===== config.mk =====
export PLATFORM = sky130hd
export DESIGN_NAME = serial_digit_adder
export DESIGN_NICKNAME = d
export VERILOG_FILES = /design/src/rtl/serial_digit_adder_pkg.sv /design/src/rtl/digit_ripple_adder.sv /design/src/rtl/serial_digit_adder.sv
export SDC_FILE = /design/constraint.sdc
export NUM_CORES = 1
export LEC_CHECK = 0
export BUFFER_PORTS_ARGS = -buffer_cell sky130_fd_sc_hd__buf_4
export CORE_ASPECT_RATIO = 0.8
export CORE_UTILIZATION = 29
export CTS_CLUSTER_DIAMETER = 60
export DETAILED_ROUTE_END_ITERATION = 10
export GPL_TIMING_DRIVEN = 0
export PLACE_DENSITY_LB_ADDON = 0.2
export SLEW_MARGIN = 20
export SYNTH_ARGS = -nofsm -noshare
export SYNTH_HDL_FRONTEND = slang
export SYNTH_SLANG_ARGS = --single-unit
export TNS_END_PERCENT = 50

===== constraint.sdc =====
create_clock -name clk -period 1.95 [get_ports clk]
set_input_delay 0.0975 -clock clk [delete_from_list [all_inputs] [get_ports clk]]
set_output_delay 0.0975 -clock clk [all_outputs]
set_load 0.05 [all_outputs]

===== src/rtl/serial_digit_adder_pkg.sv =====
// rtl/serial_digit_adder_pkg.sv - shared states and sizing helpers for the serial digit adder
package serial_digit_adder_pkg;

  typedef enum logic [1:0] {
    IDLE = 2'd0,
    RUN  = 2'd1,
    DONE = 2'd2
  } state_t;

  localparam int STATE_W = 2;

  // Number of digits processed per operation.
  function automatic int digits(input int width, input int digit);
    return width / digit;
  endfunction

  // Digit counter width: $clog2(N), but never narrower than one bit.
  function automatic int cnt_width(input int n);
    return (n <= 1) ? 1 : $clog2(n);
  endfunction

  // Legal parameter pairs: DIGIT in 1..WIDTH and WIDTH an exact multiple of DIGIT.
  function automatic bit width_ok(input int width, input int digit);
    return (digit >= 1) && (digit <= width) && ((width % digit) == 0);
  endfunction

endpackage


===== src/rtl/digit_ripple_adder.sv =====
// rtl/digit_ripple_adder.sv - combinational DIGIT-bit ripple-carry slice
module digit_ripple_adder #(
  parameter int DIGIT = 4
) (
  input  logic [DIGIT-1:0] x,
  input  logic [DIGIT-1:0] y,
  input  logic             ci,
  output logic [DIGIT-1:0] s,
  output logic             co
);

  logic [DIGIT:0] c;

  assign c[0] = ci;

  for (genvar i = 0; i < DIGIT; i++) begin : g_fa
    assign s[i]   = x[i] ^ y[i] ^ c[i];
    assign c[i+1] = (x[i] & y[i]) | (c[i] & (x[i] ^ y[i]));
  end

  assign co = c[DIGIT];

endmodule


===== src/rtl/serial_digit_adder.sv =====
// rtl/serial_digit_adder.sv - digit-serial adder top; optional scan chain via SERIAL_DIGIT_ADDER_SCAN_EN
module serial_digit_adder
  import serial_digit_adder_pkg::*;
#(
  parameter int WIDTH = 16,
  parameter int DIGIT = 4
) (
  input  logic             clk,
  input  logic             rst_n,
  input  logic             in_valid,
  output logic             in_ready,
  input  logic [WIDTH-1:0] a,
  input  logic [WIDTH-1:0] b,
  input  logic             cin,
  output logic             out_valid,
  input  logic             out_ready,
  output logic [WIDTH-1:0] sum,
  output logic             co
`ifdef SERIAL_DIGIT_ADDER_SCAN_EN
  ,
  input  logic             scan_en,
  input  logic             scan_in,
  output logic             scan_out
`endif
);

  localparam int N     = digits(WIDTH, DIGIT);
  localparam int CNT_W = cnt_width(N);

  if (!width_ok(WIDTH, DIGIT)) begin : g_bad_params
    $error("serial_digit_adder: WIDTH must be a multiple of DIGIT and DIGIT in 1..WIDTH");
  end

  state_t             state_q, state_d;
  logic [CNT_W-1:0]   cnt_q, cnt_d;
  logic               carry_q, carry_d;
  logic [WIDTH-1:0]   a_q, a_d, b_q, b_d, sum_q, sum_d;
  logic               co_q, co_d;

  logic [DIGIT-1:0]   dig_s;
  logic               dig_co;
  logic [WIDTH-1:0]   dig_ext;

  digit_ripple_adder #(.DIGIT(DIGIT)) u_slice (
    .x  (a_q[DIGIT-1:0]),
    .y  (b_q[DIGIT-1:0]),
    .ci (carry_q),
    .s  (dig_s),
    .co (dig_co)
  );

  // New digit enters at the top of the sum register; a full operation leaves it aligned.
  assign dig_ext = WIDTH'(dig_s);

`ifdef SERIAL_DIGIT_ADDER_SCAN_EN
  localparam int L = STATE_W + CNT_W + 1 + 3 * WIDTH + 1;

  logic [L-1:0]       chain, shifted;
  logic [STATE_W-1:0] st_s;
  logic [CNT_W-1:0]   cnt_s;
  logic               carry_s, co_s;
  logic [WIDTH-1:0]   a_s, b_s, sum_s;

  assign chain    = {state_q, cnt_q, carry_q, a_q, b_q, sum_q, co_q};
  assign shifted  = {scan_in, chain[L-1:1]};
  assign {st_s, cnt_s, carry_s, a_s, b_s, sum_s, co_s} = shifted;
  assign scan_out = co_q;

  assign in_ready  = (state_q == IDLE) && !scan_en;
  assign out_valid = (state_q == DONE) && !scan_en;
`else
  assign in_ready  = (state_q == IDLE);
  assign out_valid = (state_q == DONE);
`endif

  assign sum = sum_q;
  assign co  = co_q;

  // Next-state and datapath update for the IDLE -> RUN -> DONE sequence.
  always_comb begin
    state_d = state_q;
    cnt_d   = cnt_q;
    carry_d = carry_q;
    a_d     = a_q;
    b_d     = b_q;
    sum_d   = sum_q;
    co_d    = co_q;
    case (state_q)
      IDLE: begin
        if (in_valid) begin
          a_d     = a;
          b_d     = b;
          carry_d = cin;
          cnt_d   = '0;
          state_d = RUN;
        end
      end
      RUN: begin
        sum_d   = (sum_q >> DIGIT) | (dig_ext << (WIDTH - DIGIT));
        a_d     = a_q >> DIGIT;
        b_d     = b_q >> DIGIT;
        carry_d = dig_co;
        cnt_d   = cnt_q + 1'b1;
        if (cnt_q == CNT_W'(N - 1)) begin
          co_d    = dig_co;
          state_d = DONE;
        end
      end
      DONE: begin
        if (out_ready) state_d = IDLE;
      end
      default: state_d = IDLE;
    endcase
  end

  // State flops: async reset, scan shift when enabled, otherwise functional update.
  always_ff @(posedge clk or negedge rst_n) begin
    if (!rst_n) begin
      state_q <= IDLE;
      cnt_q   <= '0;
      carry_q <= 1'b0;
      a_q     <= '0;
      b_q     <= '0;
      sum_q   <= '0;
      co_q    <= 1'b0;
    end
`ifdef SERIAL_DIGIT_ADDER_SCAN_EN
    else if (scan_en) begin
      state_q <= state_t'(st_s);
      cnt_q   <= cnt_s;
      carry_q <= carry_s;
      a_q     <= a_s;
      b_q     <= b_s;
      sum_q   <= sum_s;
      co_q    <= co_s;
    end
`endif
    else begin
      state_q <= state_d;
      cnt_q   <= cnt_d;
      carry_q <= carry_d;
      a_q     <= a_d;
      b_q     <= b_d;
      sum_q   <= sum_d;
      co_q    <= co_d;
    end
  end

endmodule


==> summary.json <==
{
  "timing": {
    "rsz0062_at_grt": "yes",
    "final-setup-viol-count": 2,
    "timing.fmax_mhz": 475,
    "maxSlewViolCount": 0,
    "fin_skew_ns": 0.00501,
    "hold_viol_final": 0,
    "worst-slew-pin-transition_ns": 0.696,
    "layout_min_cycle_time_ns": 2.10,
    "slew_headroom": 0.536,
    "setup-tns-final_ns": -0.257,
    "layout_worst_path_cycle_share": 1.08,
    "timing.final.ws_setup_ns": -0.154
  },
  "synthesis": {
    "synthesis.area_per_instance_sq_um": 11.8,
    "yosysMostFrequentCell": "dfrtp_1",
    "ys_warn_count": 0,
    "async_reset_ff_frac": 1.00,
    "ys_top_cells_by_area": "dfrtp_1 (50%), mux2_1 (5.9%), inv_1 (4.9%), a211oi_2 (4.7%), a222oi_1 (4.5%)",
    "netlist_area_sq_um": 2680,
    "synthesis.instances": 226,
    "synth.top_cell.area_share": 0.505,
    "yosysSeqAreaShare": 0.505,
    "synth.ff_latch_count": 54,
    "ys_types": 32,
    "synth_edf_count": 0,
    "ys_top_cells_by_count": "dfrtp_1 (54), inv_1 (35), mux2_1 (14), nor2b_1 (13), nor3b_1 (13)",
    "yosys.area.top_type": "dfrtp_1",
    "synthFlopType": "dfrtp_1",
    "synth_fp_nets": 268
  },
  "drt": {
    "dr.pass1.iters": 7,
    "post_drt_wl_per_cell_um": 16.3,
    "routed_via_density": 4.73,
    "via_count": 1908,
    "drt_iter0_drc": 117,
    "postRouteAntennaNets": 0,
    "wl_um": 6590,
    "drcViolationCount": 0
  },
  "floorplan": {
    "floorplan.io_pins": 56,
    "start_util": 0.307,
    "rows": 30,
    "core_area_sq_um": 8710,
    "die_w_um": 109,
    "chip_height_um": 87.9,
    "design.die.area_sq_um": 9620
  },
  "setup_path": {
    "critical-path-max-stage-delay_ns": 0.42,
    "critPathRequiredTime_ns": 2.16,
    "reg2reg_setup_slack_ns": -0.15,
    "endpoint_kind": "register",
    "cp-start-kind": "register",
    "data_arrival_time_of_the_critical_path_ns": 2.32,
    "path_common_cell": "fa_2",
    "worstPathCellList": "fa_2 > inv_2 > fa_2 > inv_2 > fa_2 > inv_2 > fa_2 > mux2i_1",
    "crit_slowest_cell": "fa_2",
    "timing_worst_setup_path_type": "register to register",
    "critPathMaxFanout": 2
  },
  "clock_network": {
    "clk_pin_slew_ns": 0.07,
    "cts_buffer_depth": 2,
    "total_clock_buffers_created_by_cts": 5,
    "clockRootBuffer": "clkbuf_16",
    "cts_htree_levels": 2,
    "cts_tree": "yes",
    "tritoncts_num_sinks": 54,
    "clk-insertion-delay-late_ns": 0.29
  },
  "global_routing": {
    "wire_length_of_the_first_global_routing_pass_um": 10900,
    "global_route.usage.met2": 0.221,
    "grtUsageMet3": 0.0320,
    "antenna_found_initial": 0,
    "grt.met1_usage": 0.228,
    "grt_start_max_net_pins": 55,
    "top_usage_layer": "met1",
    "grt_overflow": 0,
    "gr-usage-all-layers": 0.154,
    "grt_pass1_vias": 1987
  },
  "placement": {
    "last_weighted_congestion_value_of_the_routability_driven_placer": 0.744,
    "post-dp-hpwl_um": 4600,
    "place.port_buffers": 55
  },
  "finish": {
    "drive_above_1_share": 0.337,
    "postLayoutCoreUtil": 0.391,
    "area_growth_pct": 27.1,
    "fill_cells": 886,
    "insertedDiodeCount": 0,
    "design.final.nets": 333
  },
  "run_status": {
    "failed_checks": "setup timing",
    "run_status": "finished with violations"
  },
  "pwr": {
    "power.static_leakage_nw": 1.56,
    "power.density_nw_per_um2": 1820,
    "vdd.ir_drop.worst_mv": 0.987
  },
  "min_path": {
    "hp-class": "primary input to register"
  },
  "flow_run": {
    "timing.max_cap.violations": 0
  }
}
-- final timing paths --
check,endpoint,start,cells past startpoint
min in group asynchronous,sum[14],rst_n,2
max in group asynchronous,b_q[9],rst_n,2
max,sum[15],carry_q,8
min reg2reg,sum[1],sum[1],1
min,b_q[12],b[12],2
max reg2reg,sum[15],carry_q,8
-- critical path, delay by kind of cell, from the launching register on --
kind | cells | cell delay (ns)
adders and majority gates | 4 | 1.33
buffers and inverters | 3 | 0.17
DFF | 1 | 0.41
muxes | 1 | 0.13
-- what timing repair did --
| item | CTS | global route |
|---|---|---|
| setup buffers | 1 | 0 |
| pin swaps | 2 | 1 |
| hold buffers | 2 | 0 |
| endpoints found under the hold margin | 55 | 0 |
| cloned | 0 | 0 |
| gates resized for setup | 2 | 0 |
| setup endpoints to repair | 2 | 2 |
-- kinds of logic after synthesis --
kind of cell | after synthesis | share of synthesized area
AO/OA/AOI/OAI | 38 | 0.139
adder cells (fa/ha/maj) | 5 | 0.0346
buffers and inverters | 55 | 0.0879
flip-flops | 54 | 0.505
multiplexers | 18 | 0.0738
AND/OR/NAND/NOR | 56 | 0.160
-- cells in the final DEF, fill, tap and decap left out, types with 5 or more instances in the layout --
master     synthesis  routed
a211oi_2          10      10
a222oi_1          12      12
buf_2              8       8
buf_4              3      59
clkbuf_1           7       7
clkbuf_16          0       5
dfrtp_1           54      54
inv_1             35      32
mux2_1            14      14
nand3b_1           5       5
nor2b_1           13      13
nor3b_1           13      13
nor4b_1            9       9
-- where the power goes --
group | internal [mW] | leakage [nW] | switching (mW)
clock | 0.465 | 0.0694 | 0.391
combinational | 1.30 | 0.849 | 2.03
sequential | 1.69 | 0.640 | 0.311
-- per-stage QoR --
stage	hold WS, ns	worst slack (ns)	total power, mW	instances	area, sq um
finish	0.0205	-0.154	6.18	403	3400
global route	0.0203	-0.211	6.67	403	3400
CTS	0.0127	-0.180	6.28	403	3400
detailed placement	0.201	-0.197	5.37	393	3240
global placement	0.197	-0.166	5.30	393	3240
floorplan	-0.198	-0.0421	4.40	226	2690
-- final cells by class --
| class | instances | area (sq um) | area share |
|---|---|---|---|
| buffer | 19 | 100 | 0.0294 |
| clock buffer | 5 | 125 | 0.0368 |
| clock inverter | 2 | 10.0 | 0.00294 |
| inverter | 36 | 135 | 0.0397 |
| multi-input combinational | 117 | 1100 | 0.324 |
| sequential | 54 | 1350 | 0.397 |
| tap | 112 | 140 | 0.0412 |
| timing repair buffer | 58 | 440 | 0.129 |
-- metal layers --
| layer | vias up | part of all wire |
|---|---|---|
| li1 | 927 | - |
| met1 | 913 | 0.51 |
| met2 | 61 | 0.42 |
| met3 | 7 | 0.051 |
| met4 | 0 | 0.012 |
| met5 | - | 0 |
-- state kept, by name (all words and copies together) (netlist names) --
register,flops
a_q,16
b_q,16
sum,16
cnt_q,2
state_q,2
carry_q,1
co,1
Note: power is estimated with default switching activity, not from simulation.
